[src/rtl/read_pkg.sv]
// rtl/read_pkg.sv - shared types and default sizes for the register-file read controller
//
// Purpose: holds the controller state enum and the default register width /
// address width used by read_operation and read_mux.
// Ports: none (package).

package read_pkg;

  localparam int DEF_DATA_W = 8;
  localparam int DEF_ADDR_W = 3;

  typedef enum logic {
    IDLE = 1'b0,
    DUMP = 1'b1
  } state_t;

endpackage

[src/rtl/read_mux.sv]
// rtl/read_mux.sv - combinational N:1 word selector over the flattened register file
//
// Purpose: returns entry[sel] from the flattened register-file contents.
// Ports:
//   rDataAll  in   DATA_W*N  entry i at bits [i*DATA_W +: DATA_W]
//   sel       in   ADDR_W    entry index
//   sel_data  out  DATA_W    selected entry

module read_mux
  import read_pkg::*;
#(
  parameter int DATA_W = DEF_DATA_W,
  parameter int ADDR_W = DEF_ADDR_W
) (
  input  logic [DATA_W*(2**ADDR_W)-1:0] rDataAll,
  input  logic [ADDR_W-1:0]             sel,
  output logic [DATA_W-1:0]             sel_data
);

  localparam int N = 2**ADDR_W;

  always_comb begin
    sel_data = '0;
    for (int i = 0; i < N; i++) begin
      if (sel == i[ADDR_W-1:0]) begin
        sel_data = rDataAll[i*DATA_W +: DATA_W];
      end
    end
  end

endmodule

[src/rtl/read_operation.sv]
// rtl/read_operation.sv - register-file read controller with single-read and dump modes
//
// Purpose: presents one register-file entry at a time on a registered
// valid/ready output slot, either on a single read request or as a
// sequential dump of entries 0..N-1 that honours consumer backpressure.
// Ports:
//   clk       in   1          clock, rising edge
//   reset     in   1          asynchronous active-high reset
//   re        in   1          single-read request
//   Addr      in   ADDR_W     single-read address
//   dump      in   1          start a dump of all entries
//   rDataAll  in   DATA_W*N   flattened register-file contents
//   rReady    in   1          consumer ready
//   rData     out  DATA_W     read data
//   rAddr     out  ADDR_W     address of rData
//   rValid    out  1          rData/rAddr valid
//   busy      out  1          dump in progress

module read_operation
  import read_pkg::*;
#(
  parameter int DATA_W = DEF_DATA_W,
  parameter int ADDR_W = DEF_ADDR_W
) (
  input  logic                          clk,
  input  logic                          reset,
  input  logic                          re,
  input  logic [ADDR_W-1:0]             Addr,
  input  logic                          dump,
  input  logic [DATA_W*(2**ADDR_W)-1:0] rDataAll,
  input  logic                          rReady,
  output logic [DATA_W-1:0]             rData,
  output logic [ADDR_W-1:0]             rAddr,
  output logic                          rValid,
  output logic                          busy
);

  localparam int N = 2**ADDR_W;
  localparam logic [ADDR_W-1:0] LAST = ADDR_W'(N - 1);

  state_t            r_state;
  logic [ADDR_W-1:0] r_cnt;
  logic [DATA_W-1:0] r_data;
  logic [ADDR_W-1:0] r_addr;
  logic              r_valid;
  logic              r_busy;

  logic              w_slot_free;
  logic [ADDR_W-1:0] w_sel;
  logic [DATA_W-1:0] w_sel_data;

  // Slot can take a new word if empty or being drained this cycle.
  assign w_slot_free = !r_valid || rReady;
  assign w_sel       = (r_state == DUMP) ? r_cnt : Addr;

  read_mux #(
    .DATA_W (DATA_W),
    .ADDR_W (ADDR_W)
  ) u_mux (
    .rDataAll (rDataAll),
    .sel      (w_sel),
    .sel_data (w_sel_data)
  );

  always_ff @(posedge clk or posedge reset) begin
    if (reset) begin
      r_state <= IDLE;
      r_cnt   <= '0;
      r_data  <= '0;
      r_addr  <= '0;
      r_valid <= 1'b0;
      r_busy  <= 1'b0;
    end else begin
      case (r_state)
        IDLE: begin
          if (dump) begin
            // Dump wins; a simultaneous re is dropped. Entry 0 loads next edge.
            r_state <= DUMP;
            r_cnt   <= '0;
            r_busy  <= 1'b1;
            if (w_slot_free) r_valid <= 1'b0;
          end else if (re && w_slot_free) begin
            r_data  <= w_sel_data;
            r_addr  <= Addr;
            r_valid <= 1'b1;
          end else if (w_slot_free) begin
            r_valid <= 1'b0;
          end
        end
        DUMP: begin
          if (w_slot_free) begin
            r_data  <= w_sel_data;
            r_addr  <= r_cnt;
            r_valid <= 1'b1;
            if (r_cnt == LAST) begin
              r_state <= IDLE;
              r_cnt   <= '0;
              r_busy  <= 1'b0;
            end else begin
              r_cnt <= r_cnt + 1'b1;
            end
          end
        end
        default: begin
          r_state <= IDLE;
          r_busy  <= 1'b0;
        end
      endcase
    end
  end

  assign rData  = r_data;
  assign rAddr  = r_addr;
  assign rValid = r_valid;
  assign busy   = r_busy;

endmodule

[config.mk]
export PLATFORM = sky130hd
export DESIGN_NAME = read_operation
export DESIGN_NICKNAME = d
export VERILOG_FILES = /design/src/rtl/read_pkg.sv /design/src/rtl/read_mux.sv /design/src/rtl/read_operation.sv
export SDC_FILE = /design/constraint.sdc
export NUM_CORES = 1
export LEC_CHECK = 0
export ABC_AREA = 1
export ABC_CLOCK_PERIOD_IN_PS = 4650
export CAP_MARGIN = 5
export CORE_ASPECT_RATIO = 0.9
export CORE_UTILIZATION = 42
export CTS_BUF_LIST = sky130_fd_sc_hd__clkbuf_8
export CTS_CLUSTER_SIZE = 8
export DETAILED_ROUTE_END_ITERATION = 10
export PLACE_DENSITY = 0.87
export SLEW_MARGIN = 20
export SYNTH_ARGS = -nofsm -noshare
export SYNTH_HDL_FRONTEND = slang
export SYNTH_SLANG_ARGS = --single-unit
[constraint.sdc]
create_clock -name clk -period 4.65 [get_ports clk]
set_input_delay 0.465 -clock clk [delete_from_list [all_inputs] [get_ports clk]]
set_output_delay 0.465 -clock clk [all_outputs]
set_load 0.01 [all_outputs]
==> results of run 1 <==
## cell usage in the layout, fill, tap and decap left out, drive strengths merged
cell,synthesis,layout
a21oi,9,9
clkbuf,1,3
clkdlybuf4s50,0,84
dfrtp,17,17
ha,2,2
inv,21,22
nand2,58,58
nand3,20,20
nand4,24,24
nor2,36,36
nor3,4,4
o21ai,11,11
or2,1,1
## worst min-delay path: stages, from the launching register on
cell	delay, ps
dfrtp_1	340
nand2_1	50
nand2_1	60
## kinds of logic (layout without fill, tap and decap cells)
kind of cell,after synthesis,after routing
buffers and inverters,31,109
adder cells (fa/ha/maj),2,2
AND/OR/NAND/NOR,143,143
flip-flops,17,17
AO/OA/AOI/OAI,20,20
## layer usage
layer | up-vias | routed length (um)
met5 | - | 0
met2 | 77 | 2020
met1 | 718 | 1990
met3 | 17 | 323
met4 | 0 | 156
li1 | 861 | -
## layout make-up
cell class	count	area share
Sequential cell	17	0.186
Inverter	21	0.0378
Tap cell	42	0.0230
Timing Repair Buffer	84	0.368
Clock inverter	1	0.00164
Clock buffer	3	0.0181
Multi-Input combinational cell	165	0.365
## worst paths after layout
path | startpoint | to | slack, ps | cells after the start
setup / recovery | Addr[2] | rData[5]$_DFFE_PP0P_ | 2520 | 7
setup reg to reg | r_state$_DFF_PP0_ | rData[5]$_DFFE_PP0P_ | 2550 | 6
hold reg to reg | rData[3]$_DFFE_PP0P_ | rData[3]$_DFFE_PP0P_ | 480 | 2
hold / removal | rData[3]$_DFFE_PP0P_ | rData[3]$_DFFE_PP0P_ | 480 | 2
min in group asynchronous | reset | rData[5]$_DFFE_PP0P_ | 590 | 2
max in group asynchronous | reset | rAddr[2]$_DFFE_PP0P_ | 3660 | 2
## state kept, by name (all words and copies together), names as in the netlist
name / count
busy: 1
r_cnt: 3
rValid: 1
rData: 8
rAddr: 3
r_state: 1
## per-stage QoR
stage	setup slack (ps)	total power, W	utilization
final	2520	0.00118	0.722
after detailed placement	2270	0.00107	0.708
after global placement	2360	0.00105	0.708
after global routing	2350	0.00130	0.722
after floorplan	3150	0.000858	-
after CTS	2540	0.00119	0.722
## power by group
part | switching [W] | internal, W | total [W]
Combinational | 0.000490 | 0.000325 | 0.000814
Sequential | 0.0000494 | 0.000216 | 0.000265
Clock | 0.0000458 | 0.0000585 | 0.000104
==> impl_metrics.py, run 1 <==
metrics = {
    "job": {
        "cap_viol_max_count": 0,
    },
    "synthesis": {
        "seq_area_frac_synth": 0.295,
        "synth_top_area_frac": 0.295,
        "synth_top_area_cell": "dfrtp_1",
        "synth_enable_flop_cells": 0,
        "synth.avg_cell_area_um2": 6.77,
        "netlist_area_um2": 1440,
        "synth-simple-area-share": 0.483,
        "synth_xor_area_frac": 0,
        "synthAdderAreaFrac": 0.0174,
        "synth.distinct_cells": 22,
        "synth-seq-cells": 17,
        "synth_top_family_by_area": "simple AND/OR/NAND/NOR gates",
        "yosys_most_used_dff": "dfrtp_1",
        "yosysWarnings": 0,
        "yosysMostFrequentCell": "nand2_1",
        "muxShareOfSynthArea": 0,
        "synth-compound-area-share": 0.0773,
        "yosys-top-cells-count": "nand2_1 (52), nor2_1 (35), nand4_1 (24), inv_1 (19), nand3_1 (19)",
        "synth_area_leaders": "dfrtp_1 (30%), nand2_1 (14%), nand4_1 (10%), nor2_1 (9.1%), nand3_1 (6.6%)",
        "syn_nets": 287,
        "synth_cells": 213,
        "synthArstFlopShare": 1.00,
    },
    "sta": {
        "skew_ps": 1.46,
        "worst_pin_slew_ps": 806,
        "holdWs_ps": 485,
        "finalSetupTns_ps": 0,
        "finalHoldViolations": 0,
        "relSlewSlack": 0.461,
        "fin_crit_sh": 0.458,
        "drv_slew": 0,
        "fmax_mhz": 470,
        "finalSetupViolCount": 0,
        "rsz0062_at_grt": "no",
        "min_period_ps": 2130,
    },
    "floorplanning": {
        "start_util": 0.456,
        "row_count": 19,
        "core_um2": 3160,
        "die_w_um": 63.8,
        "io_pins": 85,
        "fp.dieH_um": 57.6,
        "dieArea_um2": 3670,
    },
    "layout": {
        "n_antenna_cell": 0,
        "regArea_um2": 425,
        "final_nets": 366,
        "layout-area-overhead-vs-synth_pct": 58.3,
        "finalInstanceArea_um2": 2280,
        "fillers": 260,
        "stdcell_count": 333,
        "multiInputGateArea_um2": 832,
        "drive_gt1_frac": 0.0653,
    },
    "global_routing": {
        "top_usage_layer": "met2",
        "met3_usage": 0.0480,
        "grt_pass1_wl_um": 7140,
        "grt_use_met2": 0.388,
        "grt_antenna_before_repair": 0,
        "grt_pass1_vias": 1546,
        "use_met1": 0.344,
        "grtUsageTotal": 0.254,
        "grt_max_degree": 31,
        "grt_overflow_total": 0,
    },
    "drt": {
        "drc": 0,
        "drtIter0Drc": 127,
        "routed_wirelength_um": 4490,
        "antenna_left": 0,
        "vias_per_cell": 5.02,
        "vias": 1673,
        "post_drt_wl_per_cell_um": 13.5,
        "first_pass_iters": 4,
    },
    "power": {
        "powerDensity_nw_per_um2": 519,
        "peakVddDrop_mv": 0.355,
        "p_leak_nw": 1.03,
    },
    "setup_path": {
        "slowest_delay_ps": 640,
        "crit_arrival_ps": 2270,
        "cp_common_cell": "nand2_1",
        "crit_slowest_cell": "o21ai_4",
        "end_kind": "flip-flop",
        "crit_required_ps": 4790,
        "critical_path_buf_inv_count": 1,
        "crit_fanout": 30,
        "crit_family": "compound AO/OA/AOI/OAI gates",
        "worstSetupPathType": "in2reg",
        "cp-start-kind": "input port",
        "crit_chain": "clkdlybuf4s50_1, o21ai_4, nor3_2, a21oi_1, nand4_1, nand2_1, nand2_1",
    },
    "clock_network": {
        "postCtsSetupBuffers": 0,
        "clock_latency_ps": 250,
        "cts_buffers": 3,
        "postCtsHoldBufs": 0,
        "cts_max_level": 1,
        "clockBufferDepth": 2,
        "post_cts_resized": 0,
        "clkTransAtPathRegs_ps": 60,
        "cts_tree": "built",
        "cts_sinks": 17,
        "root_buffer": "clkbuf_8",
    },
    "place": {
        "place_area_um2": 2240,
        "placedCellCount": 329,
        "portBuffers": 84,
        "place.gp.congestion": 0.848,
        "dp_hpwl_um": 3480,
    },
    "status": {
        "outcome": "completed",
    },
    "worst_hold_path": {
        "hold_class": "reg2reg",
    },
}
No activity file was read; power rests on OpenSTA's default activity.
==> run 2: changes to the inputs <==
--- a/config.mk
+++ b/config.mk
@@ -6,14 +6,14 @@
 export NUM_CORES = 1
 export LEC_CHECK = 0
 export ABC_AREA = 1
-export ABC_CLOCK_PERIOD_IN_PS = 4650
+export ABC_CLOCK_PERIOD_IN_PS = 2100
 export CAP_MARGIN = 5
 export CORE_ASPECT_RATIO = 0.9
-export CORE_UTILIZATION = 42
+export CORE_UTILIZATION = 39
 export CTS_BUF_LIST = sky130_fd_sc_hd__clkbuf_8
 export CTS_CLUSTER_SIZE = 8
 export DETAILED_ROUTE_END_ITERATION = 10
-export PLACE_DENSITY = 0.87
+export PLACE_DENSITY = 0.82
 export SLEW_MARGIN = 20
 export SYNTH_ARGS = -nofsm -noshare
 export SYNTH_HDL_FRONTEND = slang
==> constraint.sdc (replaced) <==
create_clock -name clk -period 2.1 [get_ports clk]
set_input_delay 0.21 -clock clk [delete_from_list [all_inputs] [get_ports clk]]
set_output_delay 0.21 -clock clk [all_outputs]
set_load 0.01 [all_outputs]
==> run 2 against run 1 <==
Against the previous run: non-clock buffer count up 4; design area increased by 1.5%; sequential power grew 120%; sequential share of layout area decreased by 0.23 points; power grew 130%; sequential cell count is the same; clock power rose by 120%; critical path type is now reg2reg; largest power group unchanged.
==> impl_metrics.py, run 2 (same netlist as run 1, synthesis figures left out) <==
metrics = {
    "status": {
        "outcome": "completed",
    },
    "layout": {
        "multiInputGateArea_um2": 832,
        "fillers": 328,
        "drive_gt1_frac": 0.0847,
        "final_common_cell": "clkdlybuf4s50_1",
        "final_nets": 370,
        "regArea_um2": 427,
        "largest_reg_flops": 8,
        "n_antenna_cell": 0,
        "layout-area-overhead-vs-synth_pct": 60.8,
        "final_cell_mix": "clkdlybuf4s50_1 (84), nand2_1 (52), nor2_1 (35)",
        "stdcell_count": 339,
    },
    "worst_hold_path": {
        "hold_class": "in2async",
    },
    "sta": {
        "worst_pin_slew_ps": 645,
        "fin_crit_sh": 0.857,
        "finalHoldViolations": 0,
        "finalSetupViolCount": 0,
        "rsz0062_at_grt": "no",
        "drv_slew": 0,
        "relSlewSlack": 0.569,
        "fmax_mhz": 556,
        "min_period_ps": 1800,
        "finalSetupTns_ps": 0,
        "skew_ps": 7.09,
    },
    "floorplanning": {
        "die_w_um": 66.1,
        "io_pins": 85,
        "core_um2": 3450,
        "row_count": 20,
        "dieArea_um2": 3940,
        "start_util": 0.417,
        "fp.dieH_um": 59.7,
    },
    "drt": {
        "antenna_left": 0,
        "post_drt_wl_per_cell_um": 12.9,
        "drtIter0Drc": 97,
        "routed_wirelength_um": 4370,
        "first_pass_iters": 4,
        "routed-wl-met2_um": 2010,
        "vias": 1659,
        "routed.top_layer": "met4",
        "vias_per_cell": 4.89,
        "drc": 0,
        "wl_met3_um": 298,
        "met1_length_um": 2020,
    },
    "setup_path": {
        "worstSetupPathType": "reg2reg",
        "r2r_slack_ps": 300,
        "reg2reg_depth": 8,
        "cp-start-kind": "flip-flop",
        "crit_arrival_ps": 1980,
        "timing.rr.end": "rData[3]$_DFFE_PP0P_",
        "end_kind": "flip-flop",
        "crit_fanout": 12,
        "crit_required_ps": 2280,
        "rr_startpoint": "r_state$_DFF_PP0_",
    },
    "place": {
        "place.gp.congestion": 0.829,
        "dp_hpwl_um": 3520,
        "placedCellCount": 335,
        "portBuffers": 84,
    },
    "clock_network": {
        "cts_sinks": 17,
        "clockBufferDepth": 2,
        "clock_latency_ps": 240,
        "cts_max_level": 1,
        "cts_buffers": 3,
        "cts_tree": "built",
        "root_buffer": "clkbuf_8",
        "postCtsHoldBufs": 0,
        "clkTransAtPathRegs_ps": 70,
    },
    "power": {
        "cellInternalPower_w": 0.00138,
        "powerDensity_nw_per_um2": 1150,
        "p_seq_frac": 0.218,
        "netSwitchingPower_w": 0.00129,
        "peakVddDrop_mv": 0.629,
        "p_leak_nw": 1.05,
        "p_clk_frac": 0.086,
        "comb_power_share": 0.695,
        "p_sw_frac": 0.484,
    },
    "global_routing": {
        "grt_antenna_before_repair": 0,
        "grtUsageTotal": 0.229,
        "grt_overflow_total": 0,
        "grt_pass1_wl_um": 6880,
        "grt_pass1_vias": 1549,
        "grt_max_degree": 21,
    },
    "job": {
        "cap_viol_max_count": 0,
    },
}
## run 2: power by group through the flow
| stage | registers, W | clock network [W] | logic [W] |
|---|---|---|---|
| 3_5_place_dp | 0.000585 | 0 | 0.00185 |
| 6_report | 0.000584 | 0.000231 | 0.00186 |
| 3_3_place_gp | 0.000585 | 0 | 0.00182 |
| 5_1_grt | 0.000603 | 0.000258 | 0.00208 |
| 2_1_floorplan | 0.000606 | 0 | 0.00129 |
| 4_1_cts | 0.000583 | 0.000236 | 0.00186 |
## run 2: cell type report
type | count | share of cell area
timing repair buffer | 88 | 0.376
clock inverter | 1 | 0.00216
inverter | 21 | 0.0373
clock buffer | 3 | 0.0178
multi-input combinational | 165 | 0.359
tap | 44 | 0.0238
sequential | 17 | 0.184
## run 2: worst max-delay path: stages, from the launching register on
cell and delay [ps]:
dfrtp_2 510, inv_6 90, nand2_2 70, nand2_2 170, nor3_2 470, a21oi_1 140, nand4_1 160, nand2_1 70
nand2_1 60
## run 2: worst max-delay path by stage
stage | from | endpoint | slack [ps] | depth (start not counted)
global route | r_state$_DFF_PP0_ | rData[1]$_DFFE_PP0P_ | 150 | 10
detailed placement | Addr[1] | rData[3]$_DFFE_PP0P_ | 190 | 9
finish | r_state$_DFF_PP0_ | rData[3]$_DFFE_PP0P_ | 300 | 8
CTS | r_state$_DFF_PP0_ | rData[3]$_DFFE_PP0P_ | 180 | 8
global placement | r_state$_DFF_PP0_ | rData[3]$_DFFE_PP0P_ | 220 | 8
floorplan | r_state$_DFF_PP0_ | rData[0]$_DFFE_PP0P_ | 600 | 10
## run 2: stage by stage
stage / power (W) / cell area, um2 / hold slack [ps] / setup WS [ps] / util
4_1_cts: 0.00268 / 2320 / 364 / 182 / 0.671
2_1_floorplan: 0.00190 / 1440 / 136 / 600 / -
5_1_grt: 0.00294 / 2320 / 409 / 147 / 0.671
3_3_place_gp: 0.00240 / 2270 / 465 / 222 / 0.657
3_5_place_dp: 0.00244 / 2270 / 467 / 194 / 0.657
6_report: 0.00267 / 2320 / 348 / 300 / 0.671
## run 2: repair_timing
| action | CTS | global route |
|---|---|---|
| resized for setup | 0 | 1 |
| setup buffers | 0 | 0 |
| setup endpoints to repair | 0 | 2 |
## run 2: metal layers
layer  vias to the layer above  GRT usage
met3                         4     0.0191
met5                         -          0
met1                       725      0.315
met4                         0     0.0517
li1                        869          -
met2                        61      0.394
